$ cat src/rtl/video_timing_gen.sv
// Raster timing generator: DE/HSYNC/VSYNC, pixel coordinates and start pulses for the DVI path.
// Optional colour-bar test pattern on o_r/o_g/o_b when TIMING_TPG_EN is defined.
module video_timing_gen #(
  parameter int unsigned H_ACTIVE = 640,
  parameter int unsigned H_FP     = 16,
  parameter int unsigned H_SYNC   = 96,
  parameter int unsigned H_BP     = 48,
  parameter int unsigned V_ACTIVE = 480,
  parameter int unsigned V_FP     = 10,
  parameter int unsigned V_SYNC   = 2,
  parameter int unsigned V_BP     = 33,
  parameter logic        HS_POL   = 1'b0,
  parameter logic        VS_POL   = 1'b0,
  localparam int unsigned H_TOTAL = H_ACTIVE + H_FP + H_SYNC + H_BP,
  localparam int unsigned V_TOTAL = V_ACTIVE + V_FP + V_SYNC + V_BP,
  localparam int unsigned XW      = $clog2(H_TOTAL),
  localparam int unsigned YW      = $clog2(V_TOTAL)
) (
  input  logic          i_clk,
  input  logic          i_rstn,
  input  logic          i_en,
  output logic          o_de,
  output logic          o_hsync,
  output logic          o_vsync,
  output logic [1:0]    o_ctrl,
  output logic [XW-1:0] o_x,
  output logic [YW-1:0] o_y,
  output logic          o_line_start,
`ifdef TIMING_TPG_EN
  output logic          o_frame_start,
  output logic [7:0]    o_r,
  output logic [7:0]    o_g,
  output logic [7:0]    o_b
`else
  output logic          o_frame_start
`endif
);

  localparam logic [XW-1:0] H_LAST  = XW'(H_TOTAL - 1);
  localparam logic [XW-1:0] H_ACT_E = XW'(H_ACTIVE);
  localparam logic [XW-1:0] HS_BEG  = XW'(H_ACTIVE + H_FP);
  localparam logic [XW-1:0] HS_END  = XW'(H_ACTIVE + H_FP + H_SYNC);
  localparam logic [YW-1:0] V_LAST  = YW'(V_TOTAL - 1);
  localparam logic [YW-1:0] V_ACT_E = YW'(V_ACTIVE);
  localparam logic [YW-1:0] VS_BEG  = YW'(V_ACTIVE + V_FP);
  localparam logic [YW-1:0] VS_END  = YW'(V_ACTIVE + V_FP + V_SYNC);

  logic [XW-1:0] h_cnt_r;
  logic [YW-1:0] v_cnt_r;
  logic          de_s;
  logic          hs_act_s;
  logic          vs_act_s;
  logic          de_r;
  logic          hsync_r;
  logic          vsync_r;
  logic [XW-1:0] x_r;
  logic [YW-1:0] y_r;
  logic          line_start_r;
  logic          frame_start_r;

  // raster position counters; a low enable parks the raster at the origin
  always_ff @(posedge i_clk or negedge i_rstn) begin
    if (!i_rstn) begin
      h_cnt_r <= '0;
      v_cnt_r <= '0;
    end else if (!i_en) begin
      h_cnt_r <= '0;
      v_cnt_r <= '0;
    end else if (h_cnt_r == H_LAST) begin
      h_cnt_r <= '0;
      v_cnt_r <= (v_cnt_r == V_LAST) ? '0 : v_cnt_r + 1'b1;
    end else begin
      h_cnt_r <= h_cnt_r + 1'b1;
      v_cnt_r <= v_cnt_r;
    end
  end

  // region decode of the current counter position
  always_comb begin
    de_s     = (h_cnt_r < H_ACT_E) && (v_cnt_r < V_ACT_E);
    hs_act_s = (h_cnt_r >= HS_BEG) && (h_cnt_r < HS_END);
    vs_act_s = (v_cnt_r >= VS_BEG) && (v_cnt_r < VS_END);
  end

  // registered outputs; idle values while disabled
  always_ff @(posedge i_clk or negedge i_rstn) begin
    if (!i_rstn) begin
      de_r          <= 1'b0;
      hsync_r       <= ~HS_POL;
      vsync_r       <= ~VS_POL;
      x_r           <= '0;
      y_r           <= '0;
      line_start_r  <= 1'b0;
      frame_start_r <= 1'b0;
    end else if (!i_en) begin
      de_r          <= 1'b0;
      hsync_r       <= ~HS_POL;
      vsync_r       <= ~VS_POL;
      x_r           <= '0;
      y_r           <= '0;
      line_start_r  <= 1'b0;
      frame_start_r <= 1'b0;
    end else begin
      de_r          <= de_s;
      hsync_r       <= hs_act_s ? HS_POL : ~HS_POL;
      vsync_r       <= vs_act_s ? VS_POL : ~VS_POL;
      x_r           <= de_s ? h_cnt_r : '0;
      y_r           <= de_s ? v_cnt_r : '0;
      line_start_r  <= de_s && (h_cnt_r == '0);
      frame_start_r <= de_s && (h_cnt_r == '0) && (v_cnt_r == '0);
    end
  end

  assign o_de          = de_r;
  assign o_hsync       = hsync_r;
  assign o_vsync       = vsync_r;
  assign o_ctrl        = {vsync_r, hsync_r};
  assign o_x           = x_r;
  assign o_y           = y_r;
  assign o_line_start  = line_start_r;
  assign o_frame_start = frame_start_r;

`ifdef TIMING_TPG_EN
  localparam logic [XW-1:0] BAR_W    = XW'(H_ACTIVE / 8);
  localparam logic [XW-1:0] BARS_END = XW'(8 * (H_ACTIVE / 8));

  logic [23:0] rgb_s;
  logic [23:0] rgb_r;

  function automatic logic [23:0] bar_colour(input logic [2:0] idx);
    logic [23:0] c;
    case (idx)
      3'd0:    c = 24'hFFFFFF;
      3'd1:    c = 24'hFFFF00;
      3'd2:    c = 24'h00FFFF;
      3'd3:    c = 24'h00FF00;
      3'd4:    c = 24'hFF00FF;
      3'd5:    c = 24'hFF0000;
      3'd6:    c = 24'h0000FF;
      default: c = 24'h000000;
    endcase
    return c;
  endfunction

  // pixels past the last full bar stay black
  always_comb begin
    rgb_s = 24'h000000;
    if (de_s && (h_cnt_r < BARS_END)) begin
      rgb_s = bar_colour(3'(h_cnt_r / BAR_W));
    end else begin
      rgb_s = 24'h000000;
    end
  end

  // pattern register, same latency as o_de
  always_ff @(posedge i_clk or negedge i_rstn) begin
    if (!i_rstn) begin
      rgb_r <= 24'h000000;
    end else if (!i_en) begin
      rgb_r <= 24'h000000;
    end else begin
      rgb_r <= rgb_s;
    end
  end

  assign o_r = rgb_r[23:16];
  assign o_g = rgb_r[15:8];
  assign o_b = rgb_r[7:0];
`else
`endif

endmodule

$ cat config.mk
export PLATFORM = sky130hd
export DESIGN_NAME = video_timing_gen
export DESIGN_NICKNAME = d
export VERILOG_FILES = /design/src/rtl/video_timing_gen.sv
export SDC_FILE = /design/constraint.sdc
export NUM_CORES = 1
export LEC_CHECK = 0
export ABC_CLOCK_PERIOD_IN_PS = 1900
export CORE_MARGIN = 2
export CORE_UTILIZATION = 48
export CTS_CLUSTER_SIZE = 16
export DETAILED_ROUTE_END_ITERATION = 8
export PLACE_DENSITY_LB_ADDON = 0.15
export SLEW_MARGIN = 10
export SYNTH_ARGS = -nofsm -noshare
export SYNTH_HDL_FRONTEND = slang
export SYNTH_SLANG_ARGS = --single-unit
$ cat constraint.sdc
create_clock -name i_clk -period 1.9 [get_ports i_clk]
set_clock_uncertainty 0.1 [all_clocks]
set_input_delay 0.475 -clock i_clk [delete_from_list [all_inputs] [get_ports i_clk]]
set_output_delay 0.475 -clock i_clk [all_outputs]
set_load 0.02 [all_outputs]
Word-level counts from Yosys, hierarchy flattened

Index checks and enable logic that the tools add are counted.

$add $sub $neg: 2
Reductions and logical operators: 7
Order comparisons: 6
Multiplexer cells: 16
Equal/unequal tests: 3

Operators with widths:

| cell                  | number |
|---|---|
| $mux 10               | 9 |
| $add 10x1->10 const B | 2 |
| $eq 10x10->1 const B  | 2 |
| $logic_not 10->1      | 2 |
| $lt 10x10->1 const B  | 2 |
| $lt 10x9->1 const B   | 2 |
| $ge 10x10->1 const B  | 1 |
| $ge 10x9->1 const B   | 1 |
| $mux 1                | 7 |
| $logic_and 1x1->1     | 5 |
| $ne 2x1->1 const B    | 1 |

Output and inout bits: 27
Logic and storage cells: 43
Bits of input ports: 3
Bits in registers: 45

Longest topological paths before layout

Gate-level depths: netlist of run 1.

Depth in word-level cells: 5
Depth in mapped cells: 6
Mapped depth without buffers: 6

Worst setup path after synthesis of run 1

Ideal clock, no wire load.

Path kind: flip-flop to flip-flop
From: reg h_cnt_r[7]
To: reg v_cnt_r[8]
Buffers on the path: 1
Data arrival time: 1.725 ns
Period minus slack after synthesis: 1.905 ns
Stages on the path, launching flop included: 6
Path slack: -0.005 ns
Required time: 1.721 ns
Setup time: 0.079 ns
Cell sequence: dfrtp_1 > buf_6 > or3_4 > or3_4 > or3b_1 > mux2i_1

Longest elaborated chain between the ends: 2

RTL lines:

| what                   | RTL line | RTL |
|---|---|---|
| from (decl)            | 48       | `logic [XW-1:0] h_cnt_r;` |
| from (signal assigned) | 73       | `h_cnt_r <= h_cnt_r + 1'b1;` |
| $eq 10x10->1           | 69       | `end else if (h_cnt_r == H_LAST) begin` |
| $ne 2x1->1 (no line)   | n/a      |  |
| to (signal assigned)   | 71       | `v_cnt_r <= (v_cnt_r == V_LAST) ? '0 : v_cnt_r + 1'b1;` |
| to (signal assigned)   | 74       | `v_cnt_r <= v_cnt_r;` |
| to (decl)              | 49       | `logic [YW-1:0] v_cnt_r;` |

Every way passes these cells.
A chain may end at the register's enable or synchronous reset.

Worst setup path in the final report of run 1

From: reg h_cnt_r[5]
To: reg v_cnt_r[9]

The elaborated chain is that of the path after synthesis.

==> impl_results.md, run 1 <==
- Half-perimeter wire length after placement: around 3000 microns
- Area share of the leading cell type in the synthesized netlist: roughly 54%
- Worst-case vdd ir drop: 0.610 mV
- Std-Cell Rows: 23
- Sequential share of the synthesized area: 56.2%
- Total negative slack for setup checks: 0 ps
- Hold Worst Slack: approximately 470 ps
- Global router's overall resource usage: between 20% and 30%
- Cell Area, Placed: approximately 2500 sq um
- Deepest clock path buffer count: 2
- Final min period: between 1500 and 2000 ps
- Post-Synthesis Cells: ~180
- Distinct cell type count of the synthesized netlist: between 40 and 50
- Via density per instance: around 5.5
- Number of antenna diodes: 0
- Worst Setup End Kind: register
- H-tree depth reported by CTS: 2
- Primary FF master, synth: dfrtp_1
- Multi-input logic area: slightly below 900 sq um
- CTS tree: done
- Clk slew on worst S/H paths: about 90 ps
- Layout Utilization: around 68%
- Startpoint type of the worst setup path: register
- Mapped cell area: about 2000 sq um
- Antenna Nets Post-Route: 0
- Ratio of final minimum period to clock period: just under 100%
- Mean instance size in the synthesized netlist: ~11 sq um
- Number of enable flip-flop cells after synthesis: 0
- Outcome: finished, final reports clean
- Insertion delay to the later sink of the worst-skew pair: roughly 300 ps
- Filler Cells Inserted: ~320
- Hold violation total from the final report: 0
- Clock Tree Root: clkbuf_8
- Critical path peak fanout: 8
- Initial antenna violation count: 0
- Clock sinks: 45
- Commonest cells in the netlist: dfrtp_1, and2_1, nand2_1, nor2_1, nand3_1
- Number of global-route vias before repair: about 1.5k
- Wire length of the first global-routing pass: slightly above 7000 microns
- # port buffers: 29
- Final global-route overflow total: 0
- Nets@finish: 244
- Synth Warn #: 0
- Die extent in y: around 70 microns
- Largest net degree at the start of global routing: 31
- Yosys top cell by area: dfrtp_1
- Ratio of cells with drive above 1 in the final layout: around a quarter
- Worst min path class: register to register
- Worst Setup Slack post-DPL: -92.8 ps
- Leakage power total: about 1.2 nW
- Boundary pin count: 30
- Die area: approximately 4700 sq um
- Finished Cell Area: roughly 2700 sq um
- Number of nets produced by synthesis: 190
- Global placement routability congestion: between 0.9 and 1
- DRC violations left: 0
- Area overhead of the layout relative to synthesis: 35.6%
- Setup Viol. Count Final: 0
- Synth Register Bits: 45
- First-pass iteration count of the detailed router: 4
- Async SR Flop Fraction: 100%
- Count of max-cap constraint violations: 0
- Highest clock frequency the design can meet: between 500 and 600 MHz
- Sequential Area: roughly 1100 sq um
- Overall via count from detail_route: around 1.6k
- Core area: about 4000 sq um
- Dominant cell by count in the synthesized netlist: dfrtp_1
- Unrepaired setup endpoints after global routing: true
- Number of clock buffers inserted by TritonCTS: 5
- Chip width: just under 70 microns
- WL/cell: between 10 and 15 microns
- Worst Slack Setup Final: between 10 and 15 ps
- Power density of the placed cells: roughly 630 nW/um^2
- Violation count after the first detailed-route iteration: 86
- Top post-synthesis cells by area: dfrtp_1, and2_1, dfstp_2
- Total Wirelength: 4280 microns
- Data required time of the critical path: 1970 ps
- Initial core utilization: about 50%
- Worst Path Arrival: approximately 2000 ps
- Critical path class: register to register
- Final Max Slew Viols: 0
## critical path, stage by stage (launching register included)
cell     delay (ps)
dfrtp_1         390
or3_4           420
o31a_2          460
a22oi_2         270
o41ai_4         120
## layer usage
layer | GRT usage, % | routed length [microns] | vias to the layer above
met5 | 0 | 0 | -
met4 | 8.09 | 78 | 0
met3 | 3.41 | 253 | 10
met2 | 33.5 | 2100 | 60
met1 | 27.4 | 1840 | 770
li1 | - | - | 742
## per-stage QoR
step / total power [mW] / instances
3_5_place_dp: 1.13 / 277
6_report: 1.71 / 288
5_1_grt: 1.78 / 288
2_1_floorplan: 1.05 / 183
3_3_place_gp: 1.12 / 277
4_1_cts: 1.73 / 286
## what timing repair did
item / CTS / global route
hold endpoints to repair: 15 / 0
resized for setup: 6 / 20
pin swaps: 0 / 11
hold buffers: 1 / 0
setup buffers: 0 / 3
setup endpoints to repair: 5 / 10
## placed cells by master (no fill, tap or decap), types with 3 or more instances in the layout
master,n
o31ai_1,3
inv_1,4
nor2_1,10
nand3_1,9
nand2_1,9
nand4_1,5
and2_1,20
o21ai_0,7
xor2_1,4
nor3_1,5
clkdlybuf4s50_1,24
and4_1,4
dlygate4sd2_1,4
clkbuf_8,5
xnor2_1,3
dfrtp_1,41
buf_4,28
## kinds of logic (layout without fill, tap and decap cells)
kind of cell               Yosys count  count (layout)  share of synthesized area [%]
and+or+nand+nor                     80              80                           23.7
DFF                                 45              45                           56.2
AOI/OAI and AO/OA                   25              25                           8.90
buffers and inverters               20              75                           4.98
xor gates and xnor gates             7               7                           3.05
adders and majority gates            4               4                           2.49
other                                1               1                          0.187
muxes                                1               1                          0.498
## final timing paths
path	startpoint	end	slack, ps	cells past startpoint
min in group asynchronous	i_rstn	v_cnt_r[2]	520	2
max in group asynchronous	i_rstn	o_vsync	630	3
min reg2reg	v_cnt_r[2]	v_cnt_r[2]	470	1
max reg2reg	h_cnt_r[5]	v_cnt_r[9]	10	4
max	h_cnt_r[5]	v_cnt_r[9]	10	4
min	v_cnt_r[2]	v_cnt_r[2]	470	1
## area by class of cell
| class | count | area share [%] |
|---|---|---|
| flip-flops and latches | 45 | 41.5 |
| multi-input cells | 118 | 32.4 |
| repair buffers | 60 | 19.5 |
| clock buffers | 5 | 2.53 |
| well taps | 50 | 2.30 |
| inverters | 7 | 0.964 |
| clock inverters | 3 | 0.781 |
## registers in the layout, summed over array words and instances, names as in the netlist
register and cells:
h_cnt_r 10, o_de 1, o_frame_start 1, o_hsync 1, o_line_start 1, o_vsync 1, o_x 10, o_y 10
v_cnt_r 10
## report_power, final
part	total (mW)	switching [mW]	internal, mW
Combinational	0.138	0.0766	0.0609
Clock	0.596	0.335	0.261
Sequential	0.977	0.00582	0.972
Total	1.71	0.417	1.29
Note: power is estimated with default switching activity, not from simulation.
==> inputs of run 2 (changes only) <==
- CORE_ASPECT_RATIO: unset -> 1.75
- HOLD_SLACK_MARGIN: unset -> 0.12
==> run 2 against run 1 <==
- utilization down 0.39 points
- global-route usage is 1.1 points higher
- critical path depth increased by 2
- sequential power about the same
- first-iteration DRC count decreased by 57%
- count of clock-buffer cells in the layout grew 2
- sequential cell count unchanged
- final cell count grew 0.69%
- worst hold slack got worse by 17 ps
- the flow now finishes with violations (setup timing)
- critical endpoint unchanged
- register-to-register slack got worse by 70 ps
- wire length increased by 7.7%
==> impl_results.md, run 2 (synthesis results as in run 1) <==
- Outcome: finished, violations left
- Critical-path cell list: ha_4 > nand4_1 > buf_4 > o31a_1 > a22oi_2 > o41ai_4
- Hold Worst Slack: between 400 and 500 ps
- Unrepaired setup endpoints after global routing: true
- Number of global-route vias before repair: ~1.5k
- Worst Path Arrival: a little over 2000 ps
- Layout Utilization: about two thirds
- Leakage power total: roughly 1.2 nW
- Violation count after the first detailed-route iteration: 37
- Setup Viol. Count Final: 4
- Critical path peak fanout: 7
- Violations in the final reports: setup timing
- Data required time of the critical path: 1960 ps
- Critical path class: register to register
- Power density of the placed cells: between 600 and 700 nW/um^2
- Ratio of final minimum period to clock period: 103%
- Number of clock buffers inserted by TritonCTS: 5
- Worst Setup Slack post-DPL: -166 ps
- Clk slew on worst S/H paths: ~80 ps
- Deepest clock path buffer count: 2
- Worst Slack Setup Final: -61.2 ps
- Ratio of cells with drive above 1 in the final layout: between 20% and 30%
- Most frequent cells in the layout: dfrtp_1, buf_4, clkdlybuf4s50_1, and2_1
- Boundary pin count: 30
- Instance count after placement with tap cells included: 274
- Worst min path class: register to register
- Standard cell with the maximum stage delay on the critical path: dfrtp_1
- Chip width: approximately 53 microns
- Initial antenna violation count: 0
- Clock Tree Root: clkbuf_8
- H-tree depth reported by CTS: 2
- Initial core utilization: 49.3%
- Std-Cell Rows: 31
- Nets@finish: 248
- Core area: roughly 4100 sq um
- Post-route insts no fill: 290
- CTS tree: done
- Via density per instance: around 5.5
- Area overhead of the layout relative to synthesis: 36.3%
- Global placement routability congestion: 0.918
- Delay of the slowest cell on the worst path: ~400 ps
- Startpoint type of the worst setup path: register
- WL/cell: roughly 16 microns
- Die area: 4740 sq um
- Worst-case vdd ir drop: 0.583 mV
- Wire length of the first global-routing pass: slightly above 7000 microns
- Antenna Nets Post-Route: 0
- Overall via count from detail_route: between 1.5k and 2k
- Critical path buffers and inverters: 1
- Overall power after layout: roughly 1.7 mW
- Hold violation total from the final report: 0
- Global router's overall resource usage: between 20% and 30%
- Clock sinks: 45
- Count of max-cap constraint violations: 0
- Total Wirelength: 4610 microns
- Top delay family on crit path: compound AO/OA/AOI/OAI gates
- Worst Setup End Kind: register
- Number of antenna diodes: 0
- Final Max Slew Viols: 0
- Final min period: between 1500 and 2000 ps
- Highest clock frequency the design can meet: approximately 510 MHz
- Die extent in y: 89.6 microns
- First-pass iteration count of the detailed router: 4
- Half-perimeter wire length after placement: about 3400 microns
- # port buffers: 29
- Insertion delay to the later sink of the worst-skew pair: 290 ps
- Most common cell after layout, fill and taps aside: dfrtp_1
- DRC violations left: 0
- Largest net degree at the start of global routing: 23
- Final global-route overflow total: 0
[run 2: power breakdown]
group	switching [mW]	internal (mW)
combinational	0.0784	0.0688
clock	0.294	0.289
sequential	0.00768	0.972
total	0.380	1.33
[run 2: worst paths after layout]
check	endpoint	depth (start not counted)	slack, ps	from
hold / removal	v_cnt_r[8]	1	450	v_cnt_r[8]
setup reg to reg	v_cnt_r[9]	6	-60	h_cnt_r[1]
max in group asynchronous	o_vsync	3	620	i_rstn
min in group asynchronous	o_x[1]	2	540	i_rstn
hold reg to reg	v_cnt_r[8]	1	450	v_cnt_r[8]
setup / recovery	v_cnt_r[9]	6	-60	h_cnt_r[1]
[run 2: layer usage]
layer / part of all wire (%) / track usage, %
met1: 35 / 22.4
met2: 56 / 39.7
met3: 4.3 / 4.64
met4: 3.9 / 11.4
met5: 0 / 0
[run 2: final cells by class]
| cell class | instances | area [sq um] |
|---|---|---|
| repair buffers | 64 | 566 |
| inverters | 7 | 26.3 |
| fillers | 323 | 1330 |
| flip-flops and latches | 45 | 1130 |
| well taps | 49 | 61.3 |
| clock buffers | 7 | 86.3 |
| multi-input cells | 118 | 871 |
[run 2: metrics by stage]
step	area (sq um)	TNS, ps
after floorplan	2010	0
after global placement	2490	0
after detailed placement	2490	-837
after CTS	2650	0
after global routing	2740	-828
final	2740	-132
[run 2: repair_timing]
action | 4_1_cts | 5_1_grt
setup buffers | 2 | 6
hold buffers | 1 | 0
resized for setup | 14 | 10
cloned | 0 | 0
hold endpoints to repair | 16 | 0
pin swaps | 4 | 5
setup endpoints to repair | 17 | 9
[run 2: worst reg2reg max path: cells and delay by family (launching register included)]
family	cells	cell delay, ps
DFF	1	410
and+or+nand+nor	1	150
adders and majority gates	1	170
buffers and inverters	1	200
AOI/OAI and AO/OA	3	810
